**src/rtl/sccb_write_scheduler.sv**
```systemverilog
`default_nettype none
// ============================================================================
// Module      : sccb_write_scheduler
// Description : Round-robin scheduler that shares one SCCB write engine
//               between the boot sequencer (port 0) and runtime tuning
//               (port 1), with NACK retry, watchdog and post-write settle.
// Revision    : 1.0 - initial release
// ============================================================================
module sccb_write_scheduler #(
    parameter int         GAP_CYC          = 100,
    parameter int         RESET_SETTLE_CYC = 100000,
    parameter int         TIMEOUT_CYC      = 100000,
    parameter int         MAX_RETRY        = 2,
    parameter logic [7:0] COM7_ADDR        = 8'h12
) (
    input  logic        clk,
    input  logic        rst_n,
    input  logic [1:0]  req_valid,
    output logic [1:0]  req_ready,
    input  logic [15:0] req_wr0,
    input  logic [15:0] req_wr1,
    output logic [1:0]  rsp_valid,
    output logic        rsp_err,
    output logic        rsp_timeout,
    output logic        eng_start,
    output logic [7:0]  eng_addr,
    output logic [7:0]  eng_data,
    output logic        eng_abort,
    input  logic        eng_done,
    input  logic        eng_nack,
    output logic        busy,
    output logic [7:0]  err_count
);

    localparam logic [19:0] c_gap_last     = 20'(GAP_CYC - 1);
    localparam logic [19:0] c_settle_last  = 20'(RESET_SETTLE_CYC - 1);
    localparam logic [19:0] c_timeout_last = 20'(TIMEOUT_CYC - 1);
    localparam logic [2:0]  c_max_retry    = 3'(MAX_RETRY);

    typedef enum logic [2:0] {
        S_IDLE    = 3'd0,
        S_ISSUE   = 3'd1,
        S_WAIT    = 3'd2,
        S_SETTLE  = 3'd3,
        S_RESPOND = 3'd4
    } state_t;

    state_t      r_state,      w_state_nxt;
    logic [19:0] r_cnt,        w_cnt_nxt;
    logic [2:0]  r_retry,      w_retry_nxt;
    logic        r_last_grant, w_last_grant_nxt;
    logic        r_grant,      w_grant_nxt;
    logic [7:0]  r_addr,       w_addr_nxt;
    logic [7:0]  r_data,       w_data_nxt;
    logic        r_fail,       w_fail_nxt;
    logic        r_timeout,    w_timeout_nxt;
    logic [7:0]  r_err_count,  w_err_count_nxt;
    logic [1:0]  r_req_seen;

    logic [1:0]  w_cand;
    logic        w_pick;
    logic [15:0] w_word;
    logic [19:0] w_settle_last;

    logic [1:0]  w_req_ready;
    logic [1:0]  w_rsp_valid;
    logic        w_rsp_err;
    logic        w_rsp_timeout;
    logic        w_eng_start;
    logic        w_eng_abort;

    // A request is eligible only once it has been seen for a full cycle, so a
    // valid that drops before the accept cycle is never latched.
    assign w_cand = r_req_seen & req_valid;
    assign w_pick = (w_cand == 2'b11) ? ~r_last_grant : w_cand[1];
    assign w_word = w_pick ? req_wr1 : req_wr0;

    // Only a successful COM7 soft reset earns the long settle window.
    assign w_settle_last = (!r_fail && (r_addr == COM7_ADDR) && r_data[7])
                         ? c_settle_last : c_gap_last;

    always_ff @(posedge clk or negedge rst_n) begin
        if (!rst_n) begin
            r_state      <= S_IDLE;
            r_cnt        <= '0;
            r_retry      <= '0;
            r_last_grant <= 1'b1;
            r_grant      <= 1'b0;
            r_addr       <= '0;
            r_data       <= '0;
            r_fail       <= 1'b0;
            r_timeout    <= 1'b0;
            r_err_count  <= '0;
            r_req_seen   <= '0;
        end else begin
            r_state      <= w_state_nxt;
            r_cnt        <= w_cnt_nxt;
            r_retry      <= w_retry_nxt;
            r_last_grant <= w_last_grant_nxt;
            r_grant      <= w_grant_nxt;
            r_addr       <= w_addr_nxt;
            r_data       <= w_data_nxt;
            r_fail       <= w_fail_nxt;
            r_timeout    <= w_timeout_nxt;
            r_err_count  <= w_err_count_nxt;
            r_req_seen   <= req_valid;
        end
    end

    always_comb begin
        w_state_nxt      = r_state;
        w_cnt_nxt        = r_cnt;
        w_retry_nxt      = r_retry;
        w_last_grant_nxt = r_last_grant;
        w_grant_nxt      = r_grant;
        w_addr_nxt       = r_addr;
        w_data_nxt       = r_data;
        w_fail_nxt       = r_fail;
        w_timeout_nxt    = r_timeout;
        w_err_count_nxt  = r_err_count;
        w_req_ready      = 2'b00;
        w_rsp_valid      = 2'b00;
        w_rsp_err        = 1'b0;
        w_rsp_timeout    = 1'b0;
        w_eng_start      = 1'b0;
        w_eng_abort      = 1'b0;

        case (r_state)
            S_IDLE: begin
                if (|w_cand) begin
                    w_req_ready      = w_pick ? 2'b10 : 2'b01;
                    w_addr_nxt       = w_word[15:8];
                    w_data_nxt       = w_word[7:0];
                    w_grant_nxt      = w_pick;
                    w_last_grant_nxt = w_pick;
                    w_retry_nxt      = '0;
                    w_state_nxt      = S_ISSUE;
                end
            end

            S_ISSUE: begin
                w_eng_start = 1'b1;
                w_cnt_nxt   = '0;
                w_state_nxt = S_WAIT;
            end

            S_WAIT: begin
                w_cnt_nxt = r_cnt + 20'd1;
                // eng_done takes priority over a coincident watchdog expiry.
                if (eng_done) begin
                    if (!eng_nack) begin
                        w_fail_nxt    = 1'b0;
                        w_timeout_nxt = 1'b0;
                        w_cnt_nxt     = '0;
                        w_state_nxt   = S_SETTLE;
                    end else if (r_retry < c_max_retry) begin
                        w_retry_nxt = r_retry + 3'd1;
                        w_state_nxt = S_ISSUE;
                    end else begin
                        w_fail_nxt    = 1'b1;
                        w_timeout_nxt = 1'b0;
                        w_cnt_nxt     = '0;
                        w_state_nxt   = S_SETTLE;
                    end
                end else if (r_cnt == c_timeout_last) begin
                    w_eng_abort   = 1'b1;
                    w_fail_nxt    = 1'b1;
                    w_timeout_nxt = 1'b1;
                    w_cnt_nxt     = '0;
                    w_state_nxt   = S_SETTLE;
                end
            end

            S_SETTLE: begin
                if (r_cnt == w_settle_last) begin
                    w_cnt_nxt   = '0;
                    w_state_nxt = S_RESPOND;
                end else begin
                    w_cnt_nxt = r_cnt + 20'd1;
                end
            end

            S_RESPOND: begin
                w_rsp_valid   = r_grant ? 2'b10 : 2'b01;
                w_rsp_err     = r_fail;
                w_rsp_timeout = r_timeout;
                if (r_fail && (r_err_count != 8'hFF)) begin
                    w_err_count_nxt = r_err_count + 8'd1;
                end
                w_state_nxt = S_IDLE;
            end

            default: begin
                w_state_nxt = S_IDLE;
            end
        endcase
    end

    assign req_ready   = w_req_ready;
    assign rsp_valid   = w_rsp_valid;
    assign rsp_err     = w_rsp_err;
    assign rsp_timeout = w_rsp_timeout;
    assign eng_start   = w_eng_start;
    assign eng_abort   = w_eng_abort;
    assign eng_addr    = r_addr;
    assign eng_data    = r_data;
    assign busy        = (r_state != S_IDLE);
    assign err_count   = r_err_count;

endmodule
`default_nettype wire
```
**config.mk**
```make
export PLATFORM = sky130hd
export DESIGN_NAME = sccb_write_scheduler
export DESIGN_NICKNAME = d
export VERILOG_FILES = /design/src/rtl/sccb_write_scheduler.sv
export SDC_FILE = /design/constraint.sdc
export NUM_CORES = 1
export LEC_CHECK = 0
export CORE_ASPECT_RATIO = 0.6
export CORE_MARGIN = 4
export CORE_UTILIZATION = 40
export DETAILED_ROUTE_END_ITERATION = 10
export PLACE_DENSITY = 0.66
export SLEW_MARGIN = 20
export SYNTH_ARGS = -nofsm -noshare
export SYNTH_HDL_FRONTEND = slang
export SYNTH_SLANG_ARGS = --single-unit
export TNS_END_PERCENT = 30
```
**constraint.sdc**
```tcl
create_clock -name clk -period 5 [get_ports clk]
set_input_delay 0.75 -clock clk [delete_from_list [all_inputs] [get_ports clk]]
set_output_delay 0.75 -clock clk [all_outputs]
set_load 0.02 [all_outputs]
```
==> results of run 1 <==
==> power breakdown <==
group / switching [mW] / internal, mW
registers: 0.119 / 0.577
clock network: 0.164 / 0.236
logic: 0.466 / 0.332
total: 0.749 / 1.14
==> layer usage <==
metal | part of all wire, % | vias up | GRT usage (%)
met5 | 0 | - | 0
met4 | 1.4 | 0 | 5.58
met3 | 4.4 | 8 | 4.28
met2 | 44 | 56 | 26.9
met1 | 50 | 1264 | 26.0
li1 | - | 1309 | -
==> cells by family (layout without fill, tap and decap cells) <==
kind of cell,count (synthesis),count (layout),share of synthesized area [%]
AO/OA/AOI/OAI,84,84,18.2
multiplexers,3,3,1.21
XOR/XNOR,13,13,3.79
flip-flops,56,56,46.7
buffers and inverters,21,86,3.70
adder cells (fa/ha/maj),3,3,1.25
AND/OR/NAND/NOR,148,148,25.2
==> critical path, cell delays in order <==
cell and delay [ns]:
clkdlybuf4s50_1 0.47, nand2_1 0.09, a31oi_1 0.15, buf_4 0.25, and2_1 0.22, clkdlybuf4s50_1 0.63
==> state kept, by name, indices dropped and copies added (netlist names) <==
signal        flops
eng_data          8
r_req_seen        2
r_last_grant      1
err_count         8
r_grant           1
r_fail            1
r_cnt            20
r_timeout         1
eng_addr          8
r_retry           3
r_state           3
==> worst min-delay path by stage <==
| stage | endpoint | slack [ns] | cells past startpoint |
|---|---|---|---|
| after CTS | eng_data[4] | 0.49 | 2 |
| final | eng_data[1] | 0.48 | 2 |
| after detailed placement | eng_data[4] | 0.47 | 2 |
| after global placement | eng_data[4] | 0.47 | 2 |
| after global routing | eng_data[4] | 0.51 | 2 |
| after floorplan | eng_addr[0] | 0.45 | 0 |
==> through the flow <==
| stage | std cells | worst slack (ns) |
|---|---|---|
| 2_1_floorplan | 328 | 2.50 |
| 3_3_place_gp | 489 | 1.75 |
| 3_5_place_dp | 489 | 1.71 |
| 4_1_cts | 497 | 1.70 |
| 5_1_grt | 497 | 1.57 |
| 6_report | 497 | 1.69 |
==> cell type report <==
cell class,count,area (sq um),area share (%)
timing repair buffer,73,718,18.3
inverter,5,18.8,0.478
tap,104,130,3.31
multi-input combinational,251,1500,38.1
sequential,56,1400,35.7
clock inverter,2,35.0,0.891
clock buffer,6,129,3.28
==> cells in the final DEF (no fill, tap or decap), types with 2 or more instances in the layout <==
master and instances:
ha_1 3, a21oi_1 8, inv_1 5, xor2_1 5
clkdlybuf4s50_1 69, nor3_1 8, mux2_2 2, nand4_1 8
or2_2 3, dfrtp_1 55, a22oi_1 17, o21ai_0 24
and3_1 7, nor2_1 26, nand2b_1 2, a31oi_1 3
nand3b_1 2, nor4b_1 2, clkbuf_16 5, xnor2_1 8
o21ai_1 13, buf_4 3, and4_1 2, a21o_1 2
nand3_1 7, nor4_1 4, nor4_4 2, nand2_1 65
or2_1 2, o211ai_1 9
==> flow_summary.json, run 1 <==
{
  "r2r-start": "eng_addr[0]",
  "timing.reg2reg.setup_slack_ns": 2.51,
  "p_per_area_nw_per_um2": 482,
  "place.gp.congestion": 0.891,
  "path_clk_slew_ns": 0.07,
  "core_sq_um": 7300,
  "final.fill_count": 670,
  "crit_required_ns": 4.25,
  "vdd_drop_max_mv": 0.297,
  "grt_use_total_pct": 18.0,
  "placed_area_sq_um": 3760,
  "utilization_pct": 53.9,
  "fmaxAchievable_ghz": 0.302,
  "ys_warn_count": 0,
  "cts_inserted_buffers": 5,
  "dieWidth_microns": 120,
  "fin_skew_ns": 0.00681,
  "crit_path_end_kind": "output pin",
  "drtPass1Iterations": 4,
  "p_leak_nw": 1.64,
  "setup_viol": 0,
  "async_flop_share_pct": 100,
  "area_growth_pct": 30.7,
  "postSynthAreaPerCell_sq_um": 9.17,
  "drt-total-wl_microns": 7660,
  "num_vias": 2637,
  "synth_top_area_cell": "dfrtp_1",
  "crit_start": "req_valid[1]",
  "rsz0062_at_grt": "false",
  "crit_type": "input port to output pin",
  "slew_violations": 0,
  "drtAntennaViolNets": 0,
  "finalSetupTns_ns": 0,
  "drive_gt1_share_pct": 6.62,
  "cts_tree": "done",
  "ctsHtreeMaxLevel": 2,
  "hp-class": "register to register",
  "min-delay-start": "eng_data[1]",
  "overflow": 0,
  "synth_top_area_share_pct": 45.8,
  "hold_violations": 0,
  "grt_max_degree": 57,
  "synth_ff_type": "dfrtp_1",
  "cts_sinks": 56,
  "netlist_area_sq_um": 3010,
  "grt_first_pass_wirelength_microns": 12700,
  "die_y_microns": 75.2,
  "synthDistinctLibCells": 47,
  "start_util_pct": 41.2,
  "numPortBuffers": 70,
  "min_period_ns": 3.31,
  "critPathMaxFanout": 19,
  "die-area_sq_um": 9010,
  "outcome": "completed",
  "cts_resized": 0,
  "cap_violations": 0,
  "cts_setup_buffers": 0,
  "fin_crit_sh_pct": 66.2,
  "wl_per_cell_microns": 15.4,
  "postLayoutCellArea_sq_um": 3930,
  "synth-edff-count": 0,
  "startpoint_type": "input port",
  "arrival_ns": 2.56,
  "rows": 24,
  "grt_pass1_vias": 2512,
  "nets": 433,
  "synthesis.nets": 369,
  "hold_buffers": 0,
  "vias_per_cell": 5.31,
  "clk_latency_ns": 0.30,
  "tightest_slew_ns": 0.734,
  "io_pins": 71,
  "slew-limit-headroom_pct": 50.9,
  "drcViolationCount": 0,
  "antenna_found_initial": 0,
  "crit_end": "req_ready[1]",
  "yosys-top-cells-count": "65 x nand2_1, 55 x dfrtp_1, 26 x nor2_1",
  "hpwl_microns": 5600,
  "yosysMostFrequentCell": "nand2_1",
  "ys_top_cells_by_area": "dfrtp_1 46%, nand2_1 8.1%, a22oi_1 4.2%",
  "r2r_end": "r_cnt[15]",
  "diodes": 0,
  "clk_path_buf_depth": 2,
  "ys_ff_latch": 56,
  "p_total_mw": 1.89,
  "ys_seq_area_share_pct": 46.7,
  "drt-initial-drc-count": 207,
  "syn_inst": 328,
  "holdWs_ns": 0.485,
  "cts-root-buf": "clkbuf_16",
  "r2r.worst_path.cells": 6
}
(Power assumes the default switching activity.)
==> run 2, diff against run 1 <==
Settings changed: PLACE_DENSITY 0.66 to 0.69.
Clock period 5 ns to 3 ns, I/O delays scaled along.
==> flow_summary.json, run 2 (same netlist as run 1, synthesis figures left out) <==
{
  "place_ws_ns": 0.184,
  "numPortBuffers": 70,
  "start_util_pct": 41.2,
  "cts-root-buf": "clkbuf_16",
  "nets": 435,
  "cts_inserted_buffers": 5,
  "p_per_area_nw_per_um2": 799,
  "path_buf_inv": 2,
  "path_clk_slew_ns": 0.07,
  "area_growth_pct": 31.3,
  "drtAntennaViolNets": 0,
  "path_cells": "clkdlybuf4s50_1 -> nand2_1 -> a31oi_1 -> and2_1 -> clkdlybuf4s50_1",
  "rsz0062_at_grt": "false",
  "timing.reg2reg.setup_slack_ns": 0.62,
  "p_leak_nw": 1.65,
  "cpMaxStageDelayCell": "clkdlybuf4s50_1",
  "wl_per_cell_microns": 15.7,
  "hpwl_microns": 5840,
  "path_common_cell": "clkdlybuf4s50_1",
  "vdd_drop_max_mv": 0.430,
  "drtPass1Iterations": 4,
  "final_cell_mix": "69 x clkdlybuf4s50_1, 65 x nand2_1, 55 x dfrtp_1",
  "fin_skew_ns": 0.00518,
  "dieWidth_microns": 120,
  "drive_gt1_share_pct": 6.84,
  "num_vias": 2635,
  "fin_crit_sh_pct": 94.3,
  "tightest_slew_ns": 0.723,
  "cts_sinks": 56,
  "io_pins": 71,
  "drt-initial-drc-count": 170,
  "setup_viol": 0,
  "hold_violations": 0,
  "grt_first_pass_wirelength_microns": 12900,
  "slew_violations": 0,
  "slew-limit-headroom_pct": 51.8,
  "grt_pass1_vias": 2457,
  "antenna_found_initial": 0,
  "drcViolationCount": 0,
  "ctsHtreeMaxLevel": 2,
  "regMostFlops": "r_cnt",
  "cts_tree": "done",
  "drt-total-wl_microns": 7830,
  "largest_register_ffs": 20,
  "mostFrequentLayoutCell": "clkdlybuf4s50_1",
  "clk_latency_ns": 0.29,
  "critPathTopFamily": "buffers and inverters",
  "critPathMaxFanout": 6,
  "final.setup.worst_slack_ns": 0.171,
  "place.gp.congestion": 0.808,
  "vias_per_cell": 5.28,
  "core_sq_um": 7300,
  "die-area_sq_um": 9010,
  "startpoint_type": "input port",
  "cts_resized": 0,
  "rows": 24,
  "cap_violations": 0,
  "arrival_ns": 2.38,
  "overflow": 0,
  "diodes": 0,
  "crit_type": "input port to output pin",
  "grt_max_degree": 30,
  "crit_required_ns": 2.55,
  "min_period_ns": 2.83,
  "clk_path_buf_depth": 2,
  "slowest_delay_ns": 0.63,
  "fmaxAchievable_ghz": 0.353,
  "crit_path_end_kind": "output pin",
  "outcome": "completed",
  "grt_use_total_pct": 18.0,
  "die_y_microns": 75.2,
  "finalSetupTns_ns": 0,
  "hp-class": "register to register"
}
run 2: worst min-delay path, stage by stage, from the launching register on:
cell and delay (ns):
dfrtp_1 0.34, nand2_1 0.04, o21ai_0 0.06
run 2: cell type report:
class	instances	area, sq um
fill	706	3350
timing repair buffer	75	736
clock inverter	2	35.0
multi-input combinational	251	1500
sequential	56	1400
clock buffer	6	129
inverter	5	18.8
tap	104	130
run 2: path summary, 6_finish.rpt:
| path | from | end | cells past startpoint |
|---|---|---|---|
| worst min register to register | eng_data[4] | eng_data[4] | 2 |
| worst min-delay path | eng_data[4] | eng_data[4] | 2 |
| max in group asynchronous | rst_n | eng_data[0] | 3 |
| worst max-delay path | req_valid[1] | req_ready[1] | 5 |
| worst max register to register | eng_addr[0] | r_cnt[15] | 6 |
| min in group asynchronous | rst_n | eng_data[4] | 2 |
run 2: stage by stage:
step           instance area (sq um)  total power [mW]  hold slack [ns]  util (%)  std cells
4_1_cts                         3950              3.18            0.480      54.1        499
5_1_grt                         3950              3.36            0.509      54.1        499
3_5_place_dp                    3770              2.51            0.262      51.7        490
3_3_place_gp                    3770              2.48            0.260      51.7        490
2_1_floorplan                   3010              1.94            0.154         -        328
6_report                        3950              3.16            0.478      54.1        499
run 2: what timing repair did:
| item | in CTS | in global routing |
|---|---|---|
| hold buffers | 1 | 0 |
| endpoints found under the setup margin | 0 | 0 |
| endpoints found under the hold margin | 3 | 0 |
| setup buffers | 0 | 0 |
run 2: routing by layer:
metal  vias to the layer above  part of all wire [%]  wire, microns  track usage [%]
li1                       1306                     -              -                -
met1                      1267                    52           4080             28.4
met2                        58                    43           3370             25.6
met3                         4                   4.4            341             3.45
met4                         0                  0.46             36             3.43
met5                         -                     0              0                0
run 2: power by group:
| group | leakage [nW] | switching [mW] | total [mW] | internal (mW) |
|---|---|---|---|---|
| logic | 0.841 | 0.782 | 1.34 | 0.555 |
| clock network | 0.0808 | 0.268 | 0.661 | 0.393 |
| registers | 0.727 | 0.196 | 1.16 | 0.961 |
| total | 1.65 | 1.25 | 3.16 | 1.91 |
